## src/rtl/muldiv_unit_if.sv

```systemverilog
// Request/writeback bundle between the issuing core, muldiv_unit and the register-file write port.
// The core drives the request side (master); the unit answers with busy/done and one writeback.
interface muldiv_unit_if;
    logic        start;
    logic        kill;
    logic [2:0]  funct3;
    logic [31:0] rs1_val;
    logic [31:0] rs2_val;
    logic [4:0]  rd_addr;
    logic        busy;
    logic        done;
    logic        wb_wrt_en;
    logic [4:0]  wb_wrt_addr;
    logic [31:0] wb_wrt_data;

    modport master (
        output start, kill, funct3, rs1_val, rs2_val, rd_addr,
        input  busy, done, wb_wrt_en, wb_wrt_addr, wb_wrt_data
    );

    modport slave (
        input  start, kill, funct3, rs1_val, rs2_val, rd_addr,
        output busy, done, wb_wrt_en, wb_wrt_addr, wb_wrt_data
    );
endinterface

```

## src/rtl/muldiv_unit.sv

```systemverilog
// Iterative RV32M multiply/divide unit feeding the register-file write port (radix-2, 32 steps).
// Define MULDIV_FAST_MUL_EN to resolve the four multiply ops in one cycle with a full 64-bit multiplier.
module muldiv_unit #(
    parameter int XLEN  = 32,
    parameter int CNT_W = 6
) (
    input  logic          clk,
    input  logic          reset,
    muldiv_unit_if.slave  bus
);

    typedef enum logic [1:0] {
        IDLE = 2'd0,
        CALC = 2'd1,
        DONE = 2'd2
    } state_t;

    state_t              state_q, state_d;
    logic [CNT_W-1:0]    cnt_q, cnt_d;
    logic [2:0]          f3_q, f3_d;
    logic [4:0]          rd_q, rd_d;
    logic                negQ_q, negQ_d;
    logic                negR_q, negR_d;
    logic [XLEN-1:0]     op_q, op_d;
    logic [2*XLEN-1:0]   acc_q, acc_d;
    logic [4:0]          wbAddr_q, wbAddr_d;
    logic [XLEN-1:0]     wbData_q, wbData_d;

    logic                isDivIn, signA, signB, aNeg, bNeg;
    logic [XLEN-1:0]     aMag, bMag, specialRes;
    logic                divZero, divOvf;

    logic [2*XLEN-1:0]   accStep;
    logic [XLEN:0]       remSh;
    logic                remGeq;
    logic [XLEN:0]       addSum;

    // Undo the magnitude arithmetic: accumulator holds {hi,lo} product or {remainder,quotient}.
    function automatic logic [XLEN-1:0] finalResult(
        input logic [2:0]        f3,
        input logic [2*XLEN-1:0] acc,
        input logic              negQ,
        input logic              negR
    );
        logic [2*XLEN-1:0] prod;
        logic [XLEN-1:0]   quo;
        logic [XLEN-1:0]   rem;
        logic [XLEN-1:0]   res;
        prod = negQ ? -acc : acc;
        quo  = negQ ? -acc[XLEN-1:0] : acc[XLEN-1:0];
        rem  = negR ? -acc[2*XLEN-1:XLEN] : acc[2*XLEN-1:XLEN];
        if (f3[2]) begin
            res = f3[1] ? rem : quo;
        end else if (f3[1:0] == 2'b00) begin
            res = prod[XLEN-1:0];
        end else begin
            res = prod[2*XLEN-1:XLEN];
        end
        return res;
    endfunction

    always_comb begin
        isDivIn = bus.funct3[2];
        signA   = (bus.funct3 == 3'd1) || (bus.funct3 == 3'd2) ||
                  (bus.funct3 == 3'd4) || (bus.funct3 == 3'd6);
        signB   = (bus.funct3 == 3'd1) || (bus.funct3 == 3'd4) || (bus.funct3 == 3'd6);
        aNeg    = signA & bus.rs1_val[XLEN-1];
        bNeg    = signB & bus.rs2_val[XLEN-1];
        aMag    = aNeg ? -bus.rs1_val : bus.rs1_val;
        bMag    = bNeg ? -bus.rs2_val : bus.rs2_val;
        divZero = isDivIn && (bus.rs2_val == '0);
        divOvf  = isDivIn && !bus.funct3[0] &&
                  (bus.rs1_val == {1'b1, {(XLEN-1){1'b0}}}) && (bus.rs2_val == '1);
        if (divZero) begin
            specialRes = bus.funct3[1] ? bus.rs1_val : '1;
        end else begin
            specialRes = bus.funct3[1] ? '0 : {1'b1, {(XLEN-1){1'b0}}};
        end
    end

`ifdef MULDIV_FAST_MUL_EN
    logic [2*XLEN-1:0] prodFast;
    assign prodFast = {{XLEN{1'b0}}, aMag} * {{XLEN{1'b0}}, bMag};
`endif

    // One radix-2 step: shift-add on {hi,multiplier} or restoring subtract on {rem,dividend}.
    always_comb begin
        accStep = acc_q;
        remSh   = '0;
        remGeq  = 1'b0;
        addSum  = '0;
        if (f3_q[2]) begin
            remSh  = {acc_q[2*XLEN-1:XLEN], acc_q[XLEN-1]};
            remGeq = (remSh >= {1'b0, op_q});
            if (remGeq) begin
                accStep = {remSh[XLEN-1:0] - op_q, acc_q[XLEN-2:0], 1'b1};
            end else begin
                accStep = {remSh[XLEN-1:0], acc_q[XLEN-2:0], 1'b0};
            end
        end else begin
            addSum  = {1'b0, acc_q[2*XLEN-1:XLEN]} + (acc_q[0] ? {1'b0, op_q} : '0);
            accStep = {addSum, acc_q[XLEN-1:1]};
        end
    end

    always_comb begin
        state_d  = state_q;
        cnt_d    = cnt_q;
        f3_d     = f3_q;
        rd_d     = rd_q;
        negQ_d   = negQ_q;
        negR_d   = negR_q;
        op_d     = op_q;
        acc_d    = acc_q;
        wbAddr_d = wbAddr_q;
        wbData_d = wbData_q;
        case (state_q)
            IDLE: begin
                if (bus.start && !bus.kill) begin
                    f3_d   = bus.funct3;
                    rd_d   = bus.rd_addr;
                    negQ_d = aNeg ^ bNeg;
                    negR_d = aNeg;
                    if (divZero || divOvf) begin
                        state_d  = DONE;
                        wbAddr_d = bus.rd_addr;
                        wbData_d = specialRes;
                    end
`ifdef MULDIV_FAST_MUL_EN
                    else if (!isDivIn) begin
                        state_d  = DONE;
                        wbAddr_d = bus.rd_addr;
                        wbData_d = finalResult(bus.funct3, prodFast, aNeg ^ bNeg, aNeg);
                    end
`endif
                    else begin
                        state_d = CALC;
                        cnt_d   = CNT_W'(XLEN);
                        op_d    = isDivIn ? bMag : aMag;
                        acc_d   = {{XLEN{1'b0}}, (isDivIn ? aMag : bMag)};
                    end
                end
            end
            CALC: begin
                if (bus.kill) begin
                    state_d = IDLE;
                end else begin
                    acc_d = accStep;
                    cnt_d = cnt_q - CNT_W'(1);
                    // Last step lands directly in the writeback registers.
                    if (cnt_q == CNT_W'(1)) begin
                        state_d  = DONE;
                        wbAddr_d = rd_q;
                        wbData_d = finalResult(f3_q, accStep, negQ_q, negR_q);
                    end
                end
            end
            DONE: begin
                state_d = IDLE;
            end
            default: begin
                state_d = IDLE;
            end
        endcase
    end

    always_ff @(posedge clk or negedge reset) begin
        if (!reset) begin
            state_q  <= IDLE;
            cnt_q    <= '0;
            f3_q     <= '0;
            rd_q     <= '0;
            negQ_q   <= 1'b0;
            negR_q   <= 1'b0;
            op_q     <= '0;
            acc_q    <= '0;
            wbAddr_q <= '0;
            wbData_q <= '0;
        end else begin
            state_q  <= state_d;
            cnt_q    <= cnt_d;
            f3_q     <= f3_d;
            rd_q     <= rd_d;
            negQ_q   <= negQ_d;
            negR_q   <= negR_d;
            op_q     <= op_d;
            acc_q    <= acc_d;
            wbAddr_q <= wbAddr_d;
            wbData_q <= wbData_d;
        end
    end

    // kill gates the completion strobes combinationally so an aborted DONE never writes.
    assign bus.busy        = (state_q != IDLE);
    assign bus.done        = (state_q == DONE) && !bus.kill;
    assign bus.wb_wrt_en   = (state_q == DONE) && !bus.kill && (wbAddr_q != 5'd0);
    assign bus.wb_wrt_addr = wbAddr_q;
    assign bus.wb_wrt_data = wbData_q;

endmodule

```

## src/flat_wrapper.sv

```systemverilog
// flat-port wrapper written by rule: the top's interface ports become plain ports
module muldiv_unit_flat 
#(
    parameter int XLEN  = 32,
    parameter int CNT_W = 6
)
  (clk, reset, bus_start, bus_kill, bus_funct3, bus_rs1_val, bus_rs2_val, bus_rd_addr, bus_busy, bus_done, bus_wb_wrt_en, bus_wb_wrt_addr, bus_wb_wrt_data);
  muldiv_unit_if bus_i ();
  input  logic clk;
  input  logic reset;
  input wire logic [$bits(bus_i.start)-1:0] bus_start;
  input wire logic [$bits(bus_i.kill)-1:0] bus_kill;
  input wire logic [$bits(bus_i.funct3)-1:0] bus_funct3;
  input wire logic [$bits(bus_i.rs1_val)-1:0] bus_rs1_val;
  input wire logic [$bits(bus_i.rs2_val)-1:0] bus_rs2_val;
  input wire logic [$bits(bus_i.rd_addr)-1:0] bus_rd_addr;
  output wire logic [$bits(bus_i.busy)-1:0] bus_busy;
  output wire logic [$bits(bus_i.done)-1:0] bus_done;
  output wire logic [$bits(bus_i.wb_wrt_en)-1:0] bus_wb_wrt_en;
  output wire logic [$bits(bus_i.wb_wrt_addr)-1:0] bus_wb_wrt_addr;
  output wire logic [$bits(bus_i.wb_wrt_data)-1:0] bus_wb_wrt_data;
  assign bus_i.start = bus_start;
  assign bus_i.kill = bus_kill;
  assign bus_i.funct3 = bus_funct3;
  assign bus_i.rs1_val = bus_rs1_val;
  assign bus_i.rs2_val = bus_rs2_val;
  assign bus_i.rd_addr = bus_rd_addr;
  assign bus_busy = bus_i.busy;
  assign bus_done = bus_i.done;
  assign bus_wb_wrt_en = bus_i.wb_wrt_en;
  assign bus_wb_wrt_addr = bus_i.wb_wrt_addr;
  assign bus_wb_wrt_data = bus_i.wb_wrt_data;
  muldiv_unit #(.XLEN(XLEN), .CNT_W(CNT_W)) u_core (.clk(clk), .reset(reset), .bus(bus_i));
endmodule
```

## config.mk

```make
export PLATFORM = sky130hd
export DESIGN_NAME = muldiv_unit_flat
export DESIGN_NICKNAME = d
export VERILOG_FILES = /design/src/rtl/muldiv_unit_if.sv /design/src/rtl/muldiv_unit.sv /design/src/flat_wrapper.sv
export SDC_FILE = /design/constraint.sdc
export NUM_CORES = 1
export LEC_CHECK = 0
export CORE_MARGIN = 5
export CORE_UTILIZATION = 40
export DETAILED_ROUTE_END_ITERATION = 8
export GPL_TIMING_DRIVEN = 0
export SLEW_MARGIN = 20
export SYNTH_ARGS = -nofsm -noshare
export SYNTH_HDL_FRONTEND = slang
export SYNTH_SLANG_ARGS = --single-unit
```

## constraint.sdc

```tcl
create_clock -name clk -period 7.15 [get_ports clk]
set_input_delay 2.145 -clock clk [delete_from_list [all_inputs] [get_ports clk]]
set_output_delay 2.145 -clock clk [all_outputs]
set_load 0.02 [all_outputs]
```

### Yosys cells after proc, flatten, opt, wreduce, memory -nomap -nowiden

Index checks and enable logic that the tools add are counted.

* memories kept: 0
* register bits: 151
* bits in writable memories: 0
* word-level logic and storage cells: 103
* output and inout bits: 40
* memory bits (read-only): 0
* input bits: 76
* bits in latches: 0

* add/sub/neg operators: 8
* bitwise operators: 4
* reductions and logical operators: 26
* div/mod/pow operators: 0
* multiply operators: 0
* shift-type cells: 0
* equality and inequality tests: 15
* multiplexer cells: 39
* order comparisons: 1

Operator list (count)
* 32-bit two-way mux: 17
* 64-bit two-way mux: 6
* 32-bit negation: 4
* 64-bit case mux with 2 select lines: 1
* 32-bit == test, second input constant: 2
* 64-bit negation: 1
* 32-bit case mux with 2 select lines: 1
* 32-bit by 33-bit adder with 33-bit output: 1
* 33-bit by 32-bit >= comparator with 1-bit output: 1
* 32-bit zero test: 1
* 32-bit subtractor: 1
* 5-bit two-way mux: 4
* 6-bit two-way mux: 3
* 6-bit case mux with 2 select lines: 1
* 5-bit case mux with 2 select lines: 1
* 2-bit two-way mux: 4
* 1-bit logical AND: 7
* 3-bit == test, second input constant: 2
* 6-bit by 1-bit == test with 1-bit output, second input constant: 1
* 1-bit logical OR: 6
* 2-bit by 1-bit != test with 1-bit output, second input constant: 3
* 6-bit by 1-bit subtractor with 6-bit output, second input constant: 1
* 5-bit AND reduction: 1
* 5-bit nonzero test: 1
* other kinds (16): 22

### Logic depth before layout (Yosys ltp)

* depth after elaboration: 10
* depth in mapped cells: 26
* gate-level depth less buffers: 22

### Worst setup path after synthesis

OpenSTA, ideal clock, no wires.

* path kind: reg-to-reg
* from: register u_core.f3_q[2]
* to: register u_core.wbData_q[18] (netlist: u_core.bus.wb_wrt_data[18])
* path buffers: 11
* arrival time: 5.630 ns
* setup time: 0.132 ns
* slack: 1.388 ns
* period minus slack after synthesis: 5.762 ns
* stages on the path, launching flop included: 23
* data required time: 7.018 ns
* cell sequence: dfrtp_1 > buf_2 > buf_2 > buf_1 > buf_1 > buf_2 > buf_2 > buf_1 > buf_1 > clkbuf_1 > o21ai_0 > inv_1 > ha_1 > inv_1 > or4b_4 > or4_1 > clkbuf_2 > or3_1 > buf_6 > o31ai_2 > xor2_1 > a221oi_1 > o21ai_1

* word-level cells in the longest chain between the ends: 8
* elaborated cells between the ends (all ways): 13
* classes of those cells: 3 x add/sub; 10 x mux

Ends and longest elaborated chain
* start, declared: RTL line muldiv_unit.sv:20 `logic [2:0] f3_q, f3_d;`
* start signal, assigned: RTL line muldiv_unit.sv:171 `f3_q <= '0;`
* start signal, assigned: RTL line muldiv_unit.sv:182 `f3_q <= f3_d;`
* 64-bit two-way mux: RTL line muldiv_unit.sv:92 `if (f3_q[2]) begin`
* 64-bit negation, or another cell as far along: RTL line muldiv_unit.sv:49 `prod = negQ ? -acc : acc;`
* 64-bit two-way mux, or another cell as far along: RTL line muldiv_unit.sv:49
* 32-bit two-way mux (on tied branches): RTL line muldiv_unit.sv:54, muldiv_unit.sv:53
* 32-bit two-way mux (*): RTL line muldiv_unit.sv:52 `if (f3[2]) begin`
* 32-bit two-way mux (*): RTL line muldiv_unit.sv:151 `if (cnt_q == CNT_W'(1)) begin`
* 32-bit two-way mux (*): RTL line muldiv_unit.sv:145 `if (bus.kill) begin`
* 32-bit case mux with 2 select lines (*): RTL line muldiv_unit.sv:117 `case (state_q)`
* end signal, assigned: RTL line muldiv_unit.sv:189 `wbData_q <= wbData_d;`
* end, declared: RTL line muldiv_unit.sv:27 `logic [XLEN-1:0] wbData_q, wbData_d;`

Every way passes the cells marked *; elsewhere a longest branch is shown, timed or not. The select of a mux whose other input is x is not followed.
A chain may end at the register's enable or synchronous reset.

### Final worst setup path

* from: register u_core.f3_q[2]
* to: register u_core.wbData_q[2] (netlist: u_core.bus.wb_wrt_data[2])

The elaborated chain is that of the path after synthesis.

==> impl_metrics.env <==
export IMPL_synthArstFlopShare_pct=100
export IMPL_tightestPinTransition_ns=1.16
export IMPL_grt_max_degree=96
export IMPL_clk_path_buf_depth=2
export IMPL_port_buffers=114
export IMPL_drc_errors=0
export IMPL_crit_family="buffers and inverters"
export IMPL_cp_buffers_inverters=10
export IMPL_seq_area_frac_synth_pct=22.7
export IMPL_viasPerCell=6.45
export IMPL_setup_viol=0
export IMPL_syn_area_sq_um=16600
export IMPL_grt_overflow=0
export IMPL_wl_per_cell_microns=27.6
export IMPL_cts_sinks=151
export IMPL_dp_hpwl_microns=66500
export IMPL_grt_usage_pct=33.9
export IMPL_dr_total_vias=18900
export IMPL_reg2reg_from="u_core.f3_q[2]$_DFFE_PN0P_"
export IMPL_status="completed"
export IMPL_met3_usage_pct=9.56
export IMPL_period_needed_ns=7.02
export IMPL_crit_chain="buf_2 -> buf_2 -> buf_1 -> clkbuf_2 -> buf_2 -> buf_4 -> buf_2 -> clkbuf_2 -> buf_2 -> o21bai_1 -> ha_1 -> nor3b_1 -> o221ai_2 -> or3_1 -> nor2_2 -> nand3_1 -> or3_1 -> clkbuf_2 -> o21ai_0 -> xnor2_1 -> a221oi_1 -> o21ai_0 -> a31oi_1"
export IMPL_startpoint_type="register"
export IMPL_ant_nets=0
export IMPL_synth_main_ff_cell="dfrtp_1"
export IMPL_critPathLaunch="u_core.f3_q[2]$_DFFE_PN0P_"
export IMPL_power_density_nw_per_um2=474
export IMPL_cts_buffers=17
export IMPL_cpPeakStageDelay_ns=0.53
export IMPL_hold_viol=0
export IMPL_utilization_pct=46.8
export IMPL_nNetsFinal=2544
export IMPL_finalHoldWorstSlack_ns=0.492
export IMPL_synth_area_per_cell_sq_um=7.35
export IMPL_clk_pin_slew_ns=0.08
export IMPL_cts_htree_levels=4
export IMPL_worstPathArrival_ns=7.40
export IMPL_synth_edf_count=0
export IMPL_synth_warning_count=0
export IMPL_hold_class="reg -> reg"
export IMPL_report_final_slew_viol_count=0
export IMPL_grt_pass1_wl_microns=118000
export IMPL_use_met2_pct=50.7
export IMPL_die_area_sq_um=45800
export IMPL_finalWirelength_microns=81200
export IMPL_path_max_fanout=19
export IMPL_critical_path_class="reg -> reg"
export IMPL_final_setup_tns_ns=0
export IMPL_grt_busiest_layer="met2"
export IMPL_final_seq_area_sq_um=3780
export IMPL_antennaDiodeCount=0
export IMPL_rsz0062_at_grt="no"
export IMPL_fmax_mhz=142
export IMPL_hp_start="u_core.bus.wb_wrt_data[22]$_DFFE_PN0P_"
export IMPL_max_slew_margin_rel_pct=22.9
export IMPL_ys_types=91
export IMPL_cts_tree="yes"
export IMPL_root_buffer="clkbuf_16"
export IMPL_multi_input_area_sq_um=12100
export IMPL_dr_pass1_iters=9
export IMPL_drive_above_1_share_pct=5.82
export IMPL_clk_latency_ns=0.47
export IMPL_place_congestion=0.989
export IMPL_syn_to_final_growth_pct=15.4
export IMPL_fin_crit_sh_pct=98.2
export IMPL_io_pins=116
export IMPL_synth_nets=2411
export IMPL_synth_seq_cells=151
export IMPL_die_h_microns=214
export IMPL_syn_instance_count=2262
export IMPL_rows=74
export IMPL_initial_core_util_pct=40.5
export IMPL_core_sq_um=41000
export IMPL_worstPathRequired_ns=7.53
export IMPL_die_w_microns=214
export IMPL_cap_violations=0
export IMPL_grt_pass1_vias=17700
export IMPL_nFillCells=4267
export IMPL_total_leakage_power_nw=7.70
export IMPL_cts_hold_buf=0
export IMPL_final_setup_skew_ns=0.0187
export IMPL_cpMostUsedCell="buf_2"
export IMPL_vdd_drop_max_v=0.000179
export IMPL_r2r_setup_slack_ns=0.13
export IMPL_grtUsageMet1_pct=46.7
export IMPL_mostFrequentLayoutCells="273 x nand2_1, 235 x o21ai_0, 201 x a21oi_1"
export IMPL_layout_commonest_cell="nand2_1"
export IMPL_crit_slowest_cell="or3_1"
export IMPL_drt_iter0_markers=2271
export IMPL_endpoint_kind="register"
export IMPL_antenna_found_initial=0
kinds of logic (layout without fill, tap and decap cells):
| group | after synthesis | after routing | share of synthesized area, % |
|---|---|---|---|
| XOR/XNOR | 180 | 180 | 9.48 |
| buffers and inverters | 217 | 362 | 5.06 |
| AND/OR/NAND/NOR | 783 | 783 | 22.6 |
| multiplexers | 73 | 73 | 4.57 |
| adder cells (fa/ha/maj) | 73 | 73 | 5.58 |
| AO/OA/AOI/OAI | 785 | 785 | 30.0 |
| flip-flops | 151 | 151 | 22.7 |
cell usage after synthesis, types with 7 or more instances:
| cell type | number | area share (%) |
|---|---|---|
| a31oi_1 | 43 | 1.6 |
| mux2_2 | 24 | 1.6 |
| o211ai_1 | 24 | 1.1 |
| ha_1 | 71 | 5.3 |
| nor2b_1 | 13 | 0.49 |
| or4_1 | 9 | 0.41 |
| nand2b_1 | 19 | 0.71 |
| buf_2 | 11 | 0.33 |
| o31ai_1 | 38 | 1.7 |
| and2_1 | 48 | 1.8 |
| a211oi_1 | 21 | 0.95 |
| xor2_1 | 83 | 4.4 |
| o21ai_1 | 9 | 0.27 |
| nand2_1 | 273 | 6.2 |
| o221ai_1 | 13 | 0.68 |
| mux2i_1 | 49 | 2.9 |
| nand3_1 | 30 | 0.90 |
| and3_1 | 12 | 0.45 |
| o21bai_1 | 13 | 0.59 |
| o21ai_0 | 235 | 7.1 |
| or2_2 | 12 | 0.45 |
| nor3b_1 | 14 | 0.63 |
| a21oi_1 | 202 | 6.1 |
| o21a_1 | 14 | 0.63 |
| buf_1 | 13 | 0.29 |
| o41ai_1 | 11 | 0.58 |
| or3_1 | 29 | 1.1 |
| xnor2_1 | 97 | 5.1 |
| a211o_1 | 9 | 0.47 |
| nand4_1 | 37 | 1.4 |
| a21o_1 | 38 | 1.7 |
| nor2_1 | 185 | 4.2 |
| a221oi_1 | 9 | 0.47 |
| a22o_1 | 21 | 1.1 |
| a311oi_1 | 12 | 0.63 |
| clkbuf_1 | 110 | 2.5 |
| nor3_1 | 54 | 1.6 |
| nor4_1 | 21 | 0.79 |
| dfrtp_1 | 151 | 23 |
| inv_1 | 78 | 1.8 |
| o2111ai_1 | 7 | 0.37 |
power breakdown:
group	internal, mW	switching [mW]	leakage, nW	total, mW
Combinational	2.20	4.29	5.53	6.49
Sequential	1.17	0.477	1.88	1.65
Clock	0.527	0.418	0.282	0.945
worst min-delay path, stage by stage (launching register included):
cell	delay, ns
dfrtp_1	0.34
nand2_1	0.05
o21ai_1	0.06
worst paths after layout:
kind | end | depth (start not counted)
min | u_core.bus.wb_wrt_data[22]$_DFFE_PN0P_ | 2
min reg2reg | u_core.bus.wb_wrt_data[22]$_DFFE_PN0P_ | 2
max | u_core.bus.wb_wrt_data[2]$_DFFE_PN0P_ | 23
min in group asynchronous | u_core.cnt_q[3]$_DFFE_PN0P_ | 1
max in group asynchronous | u_core.op_q[24]$_DFFE_PN0P_ | 2
max reg2reg | u_core.bus.wb_wrt_data[2]$_DFFE_PN0P_ | 23
sequential cells by signal (all words and copies together) (netlist names):
name / flops
u_core.bus.wb_wrt_addr: 5
u_core.state_q: 2
u_core.f3_q: 3
u_core.rd_q: 5
u_core.bus.wb_wrt_data: 32
u_core.negR_q: 1
u_core.op_q: 32
u_core.cnt_q: 6
u_core.negQ_q: 1
u_core.acc_q: 64
cell type report:
class / count / area share (%)
Buffer: 135 / 2.92
Clock buffer: 19 / 2.31
Clock inverter: 12 / 0.750
Inverter: 80 / 1.56
Multi-Input combinational cell: 1894 / 63.1
Sequential cell: 151 / 19.7
Tap cell: 532 / 3.47
Timing Repair Buffer: 116 / 6.15
what timing repair did:
action                                  in CTS  in global routing
endpoints found under the setup margin      18                 27
resized for setup                            9                 21
setup buffers                                0                  0
pin swaps                                    0                  1
per-layer routing:
layer | part of all wire [%] | vias up
li1 | - | 8541
met1 | 43 | 9197
met2 | 42 | 1043
met3 | 11 | 165
met4 | 4.5 | 0
met5 | 0 | -
metrics by stage:
stage                     std cells  power [mW]  cell area, sq um  setup slack (ns)
after CTS                      2940        8.85             19100           0.00813
after global routing           2939        9.57             19200           0.00238
after global placement         2908        7.83             18400             -2.41
after floorplan                2262        5.55             16600              1.39
final                          2939        9.09             19200             0.130
after detailed placement       2910        7.87             18500             -1.49
Note: power is estimated with default switching activity, not from simulation.
